==> config.mk <==
export PLATFORM = sky130hd
export DESIGN_NAME = alu_decode_stage
export DESIGN_NICKNAME = d
export VERILOG_FILES = /design/src/rtl/alu_decode_stage.sv
export SDC_FILE = /design/constraint.sdc
export NUM_CORES = 1
export LEC_CHECK = 0
export ABC_AREA = 1
export CORE_MARGIN = 3
export CORE_UTILIZATION = 40
export CTS_CLUSTER_SIZE = 12
export DETAILED_ROUTE_END_ITERATION = 16
export MAX_ROUTING_LAYER = met4
export PLACE_DENSITY = 0.79
export SETUP_SLACK_MARGIN = 0.4
export SLEW_MARGIN = 20
export SYNTH_ARGS = -nofsm -noshare
export SYNTH_HDL_FRONTEND = slang
export SYNTH_SLANG_ARGS = --single-unit
==> constraint.sdc <==
create_clock -name clk -period 4.75 [get_ports clk]
set_input_delay 0.95 -clock clk [delete_from_list [all_inputs] [get_ports clk]]
set_output_delay 0.95 -clock clk [all_outputs]
set_load 0.01 [all_outputs]
==> src/rtl/alu_decode_stage.sv <==
// RV32I decode/issue stage feeding the ALU: OP, OP-IMM, LUI and AUIPC become registered a/b/op/mod plus rd/we.
// Build option ALU_DECODE_SKID_EN selects a two-entry skid buffer with a registered in_ready.
module alu_decode_stage (
    input  logic        clk,
    input  logic        reset,
    input  logic        flush,
    input  logic        in_valid,
    output logic        in_ready,
    input  logic [31:0] in_instr,
    input  logic [31:0] in_pc,
    input  logic [31:0] in_rs1_data,
    input  logic [31:0] in_rs2_data,
    output logic        out_valid,
    input  logic        out_ready,
    output logic [31:0] out_a,
    output logic [31:0] out_b,
    output logic [2:0]  out_op,
    output logic        out_mod,
    output logic [4:0]  out_rd,
    output logic        out_we,
    output logic        out_illegal
);

    localparam logic [6:0] OPC_OP     = 7'b0110011;
    localparam logic [6:0] OPC_OP_IMM = 7'b0010011;
    localparam logic [6:0] OPC_LUI    = 7'b0110111;
    localparam logic [6:0] OPC_AUIPC  = 7'b0010111;

    localparam logic [6:0] F7_BASE = 7'b0000000;
    localparam logic [6:0] F7_ALT  = 7'b0100000;

    localparam logic [2:0] F3_ADD = 3'd0;
    localparam logic [2:0] F3_SLL = 3'd1;
    localparam logic [2:0] F3_SR  = 3'd5;

    typedef struct packed {
        logic signed [31:0] a;
        logic signed [31:0] b;
        logic [2:0]         op;
        logic               mod;
        logic [4:0]         rd;
        logic               we;
        logic               illegal;
    } bundle_t;

    function automatic logic signed [31:0] negate(input logic [31:0] v);
        return -$signed(v);
    endfunction

    function automatic logic signed [31:0] sext12(input logic [11:0] imm);
        return {{20{imm[11]}}, imm};
    endfunction

    function automatic logic signed [31:0] shamt(input logic [4:0] sh);
        return {27'b0, sh};
    endfunction

    function automatic logic signed [31:0] upper20(input logic [19:0] imm);
        return {imm, 12'b0};
    endfunction

    function automatic bundle_t decode(
        input logic [31:0] instr,
        input logic [31:0] pc,
        input logic [31:0] rs1,
        input logic [31:0] rs2
    );
        bundle_t    d;
        logic [6:0] opcode;
        logic [2:0] f3;
        logic [6:0] f7;
        logic       is_shift;
        logic       legal;

        opcode   = instr[6:0];
        f3       = instr[14:12];
        f7       = instr[31:25];
        is_shift = (f3 == F3_SLL) || (f3 == F3_SR);
        d        = '0;
        d.rd     = instr[11:7];
        legal    = 1'b0;

        case (opcode)
            OPC_OP: begin
                legal = (f7 == F7_BASE) || ((f7 == F7_ALT) && ((f3 == F3_ADD) || (f3 == F3_SR)));
                d.a   = $signed(rs1);
                d.op  = f3;
                if ((f3 == F3_ADD) && (f7 == F7_ALT))
                    d.b = negate(rs2);
                else if (is_shift)
                    d.b = shamt(rs2[4:0]);
                else
                    d.b = $signed(rs2);
                d.mod = (f3 == F3_SR) && instr[30];
            end
            OPC_OP_IMM: begin
                // Only the shift forms reuse imm[11:5] as a funct7 field.
                legal = !is_shift || (f7 == F7_BASE) || ((f7 == F7_ALT) && (f3 == F3_SR));
                d.a   = $signed(rs1);
                d.op  = f3;
                d.b   = is_shift ? shamt(instr[24:20]) : sext12(instr[31:20]);
                d.mod = (f3 == F3_SR) && instr[30];
            end
            OPC_LUI: begin
                legal = 1'b1;
                d.b   = upper20(instr[31:12]);
            end
            OPC_AUIPC: begin
                legal = 1'b1;
                d.a   = $signed(pc);
                d.b   = upper20(instr[31:12]);
            end
            default: legal = 1'b0;
        endcase

        if (!legal) begin
            d.a   = '0;
            d.b   = '0;
            d.op  = F3_ADD;
            d.mod = 1'b0;
        end
        d.illegal = !legal;
        d.we      = legal && (d.rd != 5'd0);
        return d;
    endfunction

    bundle_t dec_p0;
    bundle_t bundle_p1;
    logic    vld_p1;
    logic    in_fire;

    assign dec_p0  = decode(in_instr, in_pc, in_rs1_data, in_rs2_data);
    assign in_fire = in_valid && in_ready;

`ifdef ALU_DECODE_SKID_EN
    bundle_t skid_p1;
    logic    skid_vld_p1;

    // in_ready comes straight from a flop, so out_ready never reaches it combinationally.
    assign in_ready = !skid_vld_p1;

    // ---- p0 -> p1: output register with skid entry ----
    always_ff @(posedge clk or posedge reset) begin
        if (reset) begin
            vld_p1      <= 1'b0;
            skid_vld_p1 <= 1'b0;
            bundle_p1   <= '0;
        end else if (flush) begin
            vld_p1      <= 1'b0;
            skid_vld_p1 <= 1'b0;
        end else if (!vld_p1 || out_ready) begin
            if (skid_vld_p1) begin
                bundle_p1   <= skid_p1;
                vld_p1      <= 1'b1;
                skid_vld_p1 <= 1'b0;
            end else if (in_fire) begin
                bundle_p1 <= dec_p0;
                vld_p1    <= 1'b1;
            end else begin
                vld_p1 <= 1'b0;
            end
        end else if (in_fire) begin
            skid_vld_p1 <= 1'b1;
        end
    end

    // Skid payload is qualified by skid_vld_p1, so it needs no reset.
    always_ff @(posedge clk) begin
        if (in_fire && vld_p1 && !out_ready)
            skid_p1 <= dec_p0;
    end
`else
    assign in_ready = !vld_p1 || out_ready;

    // ---- p0 -> p1: single output register ----
    always_ff @(posedge clk or posedge reset) begin
        if (reset) begin
            vld_p1    <= 1'b0;
            bundle_p1 <= '0;
        end else if (flush) begin
            vld_p1 <= 1'b0;
        end else if (in_fire) begin
            bundle_p1 <= dec_p0;
            vld_p1    <= 1'b1;
        end else if (out_ready) begin
            vld_p1 <= 1'b0;
        end
    end
`endif

    assign out_valid   = vld_p1;
    assign out_a       = $unsigned(bundle_p1.a);
    assign out_b       = $unsigned(bundle_p1.b);
    assign out_op      = bundle_p1.op;
    assign out_mod     = bundle_p1.mod;
    assign out_rd      = bundle_p1.rd;
    assign out_we      = bundle_p1.we;
    assign out_illegal = bundle_p1.illegal;

endmodule

==> impl_metrics.csv <==
group,metric,value,unit
critical_path,crit_path_max_incr_delay,550,ps
cells_and_area,areaGrowthSynthToFinish,50.6,%
synth,synthesis.yosys.warnings,0,
critical_path,category_of_the_worst_setup_path_capture_point,"output pin",
sta,max_freq,331,MHz
power,total_power,1590,uW
cells_and_area,fill_cells,1105,
synth,netlist-cell-type-count,24,
flow_run,max_cap_violations,0,
sta,timing.final.setup_violations,0,
synth,syn_area,0.00497,mm^2
synth,syn_inst,776,
cells_and_area,post_route_cells_drive_above_1_share,3.98,%
synth,most_instantiated_flip_flop_cell_in_the_synthesis_netlist,"sky130_fd_sc_hd__dfrtp_1",
critical_path,critPathTopFamily,"buffers and inverters",
detailed_routing,drt_pre_antenna_iters,5,
floorplanning,ports_placed_on_the_boundary,210,
sta,maxSlewViolCount,0,
sta,finClkSkew,4.42,ps
detailed_routing,routedWlPerCell,15.5,um
cts,post_cts.repair.setup_buffers,0,
floorplanning,area_of_the_core_region,0.0121,mm^2
grt,first_pass_grt_wire_length,28100,um
sta,period_share,63.6,%
critical_path,cpMaxStageDelayCell,"sky130_fd_sc_hd__clkdlybuf4s50_1",
cts,tritoncts,"yes",
cts,postCtsResizedCells,0,
sta,tightestPinTransition,771,ps
place,hpwlAfterDp,13600,um
synth,synth-seq-area-share,38.2,%
floorplanning,std_cell_rows,40,
floorplanning,fp.dieH,118,um
sta,slew_headroom,48.6,%
grt,grt_overflow,0,
cts,htree_num_levels,3,
detailed_routing,dr_wl_met2,8400,um
cells_and_area,final_net_count,1109,
sta,timing.hold.ws,475,ps
detailed_routing,avgViaCountPerCell,4.97,
synth,ys_async_sr_fraction,100,%
detailed_routing,detail_route.iter0.violations,504,
detailed_routing,drc,0,
grt,grt_antenna_before_repair,1,
critical_path,crit_chain,"clkdlybuf4s50_1, nor2_1, inv_1, clkdlybuf4s50_1",
power,power.leakage,0.00367,uW
critical_path,worst-path-max-fanout,2,
cts,numCtsBuffers,9,
sta,post_layout_min_period,3020,ps
place,gp_congestion,0.970,
cts,cts_hold_buf,0,
synth,synth_enable_flop_cells,0,
floorplanning,floorplan.die_area,0.0138,mm^2
critical_path,start_kind,"input port",
worst_hold_path,min_delay_worst_type,"flip-flop to flip-flop",
critical_path,path_class,"input port to output pin",
cts,cts.root.buffer_cell,"sky130_fd_sc_hd__clkbuf_16",
cts,number_of_buffers_between_clock_root_and_the_deepest_sink,2,
place,number_of_buffers_inserted_by_port_buffering,209,
synth,postSynthRegisterBits,76,
sta,final.setup.worst_slack,1730,ps
detailed_routing,routed.top_layer,"met4",
synth,mapped_nets,910,
critical_path,timing.critical_path.arrival,2070,ps
cts,cts.sink_count,76,
detailed_routing,ant_nets,0,
detailed_routing,detailroute.wirelength.met3,1280,um
detailed_routing,vias,5712,
floorplanning,die-width,118,um
critical_path,worstPathRequired,3800,ps
place,place_worst_setup_slack,1560,ps
grt,maximum_number_of_pins_on_one_net_before_global_route_repair,77,
place,dpl-instance-area,0.00719,mm^2
detailed_routing,drt-met1-wl,7470,um
power,irDropWorstVdd,0.000172,V
sta,timing_hold_violations_final,0,
power,power.density,212,mW/mm^2
synth,avg_inst_size_synth,6.41,um^2
critical_path,critical-path-top-cell-by-count,"sky130_fd_sc_hd__clkdlybuf4s50_1",
cts,clock_latency_on_the_worst_skew_pair,330,ps
sta,final.setup.tns,0,ps
floorplanning,start_util,41.2,%
cells_and_area,final_cell_area,0.00749,mm^2
grt,tot_gr_track_use,25.9,%
critical_path,critical_path.n_buffers_inverters,3,
sta,grt_setup_unrepaired,"no",
detailed_routing,wl,17800,um
grt,grt_pass1_vias,5417,
status,run_status,"finished, final reports clean",
cts,clk_pin_slew,60,ps
## power breakdown
| group | switching (uW) | total (uW) | internal [uW] |
|---|---|---|---|
| clock | 273 | 680 | 407 |
| sequential | 3.97 | 659 | 655 |
| combinational | 116 | 251 | 135 |
| total | 392 | 1590 | 1200 |
## worst paths after layout
kind	from	end	slack, ps	cells past startpoint
max	out_ready	in_ready	1730	4
min	out_b[26]$_DFFE_PP0P_	out_b[26]$_DFFE_PP0P_	480	2
max reg2reg	out_valid$_DFFE_PP0P_	out_rd[0]$_DFFE_PP0P_	2950	7
min reg2reg	out_b[26]$_DFFE_PP0P_	out_b[26]$_DFFE_PP0P_	480	2
max in group asynchronous	reset	out_a[30]$_DFFE_PP0P_	2950	3
min in group asynchronous	reset	out_a[13]$_DFFE_PP0P_	1020	2
## tightest hold or removal path: cells and delay by family, from the launching register on
family           cells  cell delay (ps)
DFF                  1              340
and+or+nand+nor      2              100
## state kept, by name, summed over array words and instances, names as in the netlist
| register | count |
|---|---|
| out_op | 3 |
| out_we | 1 |
| out_b | 32 |
| out_valid | 1 |
| out_rd | 5 |
| out_a | 32 |
| out_mod | 1 |
| out_illegal | 1 |
## placed cells by master, fill, tap and decap left out, types with 2 or more instances in the layout
master                              n
sky130_fd_sc_hd__nor2_2             4
sky130_fd_sc_hd__clkinvlp_4         2
sky130_fd_sc_hd__buf_4             12
sky130_fd_sc_hd__dfrtp_1           76
sky130_fd_sc_hd__inv_2              3
sky130_fd_sc_hd__nor3_1             2
sky130_fd_sc_hd__a22o_1            32
sky130_fd_sc_hd__o22ai_1            3
sky130_fd_sc_hd__nor2_1            60
sky130_fd_sc_hd__nand3_2            2
sky130_fd_sc_hd__nand3_1           68
sky130_fd_sc_hd__nand4_1            8
sky130_fd_sc_hd__clkbuf_16          9
sky130_fd_sc_hd__inv_1             66
sky130_fd_sc_hd__clkdlybuf4s50_1  209
sky130_fd_sc_hd__clkinv_2           2
sky130_fd_sc_hd__o21ai_0           36
sky130_fd_sc_hd__nand2_1          375
## kinds of logic after synthesis
kind of cell | synth area share, %
buffers and inverters | 8.91
flip-flops | 38.2
AND/OR/NAND/NOR | 42.4
AO/OA/AOI/OAI | 10.1
XOR/XNOR | 0.176
adder cells (fa/ha/maj) | 0.252
## layer usage
| metal | global-route usage [%] | vias to the layer above |
|---|---|---|
| li1 | - | 2847 |
| met1 | 32.2 | 2591 |
| met2 | 41.2 | 227 |
| met3 | 6.01 | 47 |
| met4 | 10.3 | 0 |
| met5 | - | - |
## final cells by class
class	instances	area (um^2)	share of cell area, %
multi-input cells	598	2640	35.3
repair buffers	221	2180	29.1
flip-flops and latches	76	1900	25.4
inverters	69	259	3.46
clock buffers	10	229	3.06
well taps	168	210	2.81
clock inverters	6	63.8	0.852
diodes	1	2.50	0.0334
## per-stage QoR
step	utilization, %	std cells
after floorplan	-	776
after global placement	59.6	1132
after detailed placement	59.6	1132
after CTS	62.1	1148
after global routing	62.1	1149
final	62.1	1149
## cell usage after synthesis, types with 3 or more instances
library cell               count  area [um^2]
sky130_fd_sc_hd__inv_1        67          251
sky130_fd_sc_hd__o22ai_1       3         18.8
sky130_fd_sc_hd__dfrtp_1      76         1900
sky130_fd_sc_hd__buf_2        12         60.1
sky130_fd_sc_hd__nand3_1      68          340
sky130_fd_sc_hd__buf_6         6         67.6
sky130_fd_sc_hd__clkbuf_1     15         56.3
sky130_fd_sc_hd__nand4_1       8         50.1
sky130_fd_sc_hd__nor2_1       62          233
sky130_fd_sc_hd__a22o_1       32          280
sky130_fd_sc_hd__nand2_1     375         1410
sky130_fd_sc_hd__o21ai_0      36          180
Power figures use the tool's default switching activity.
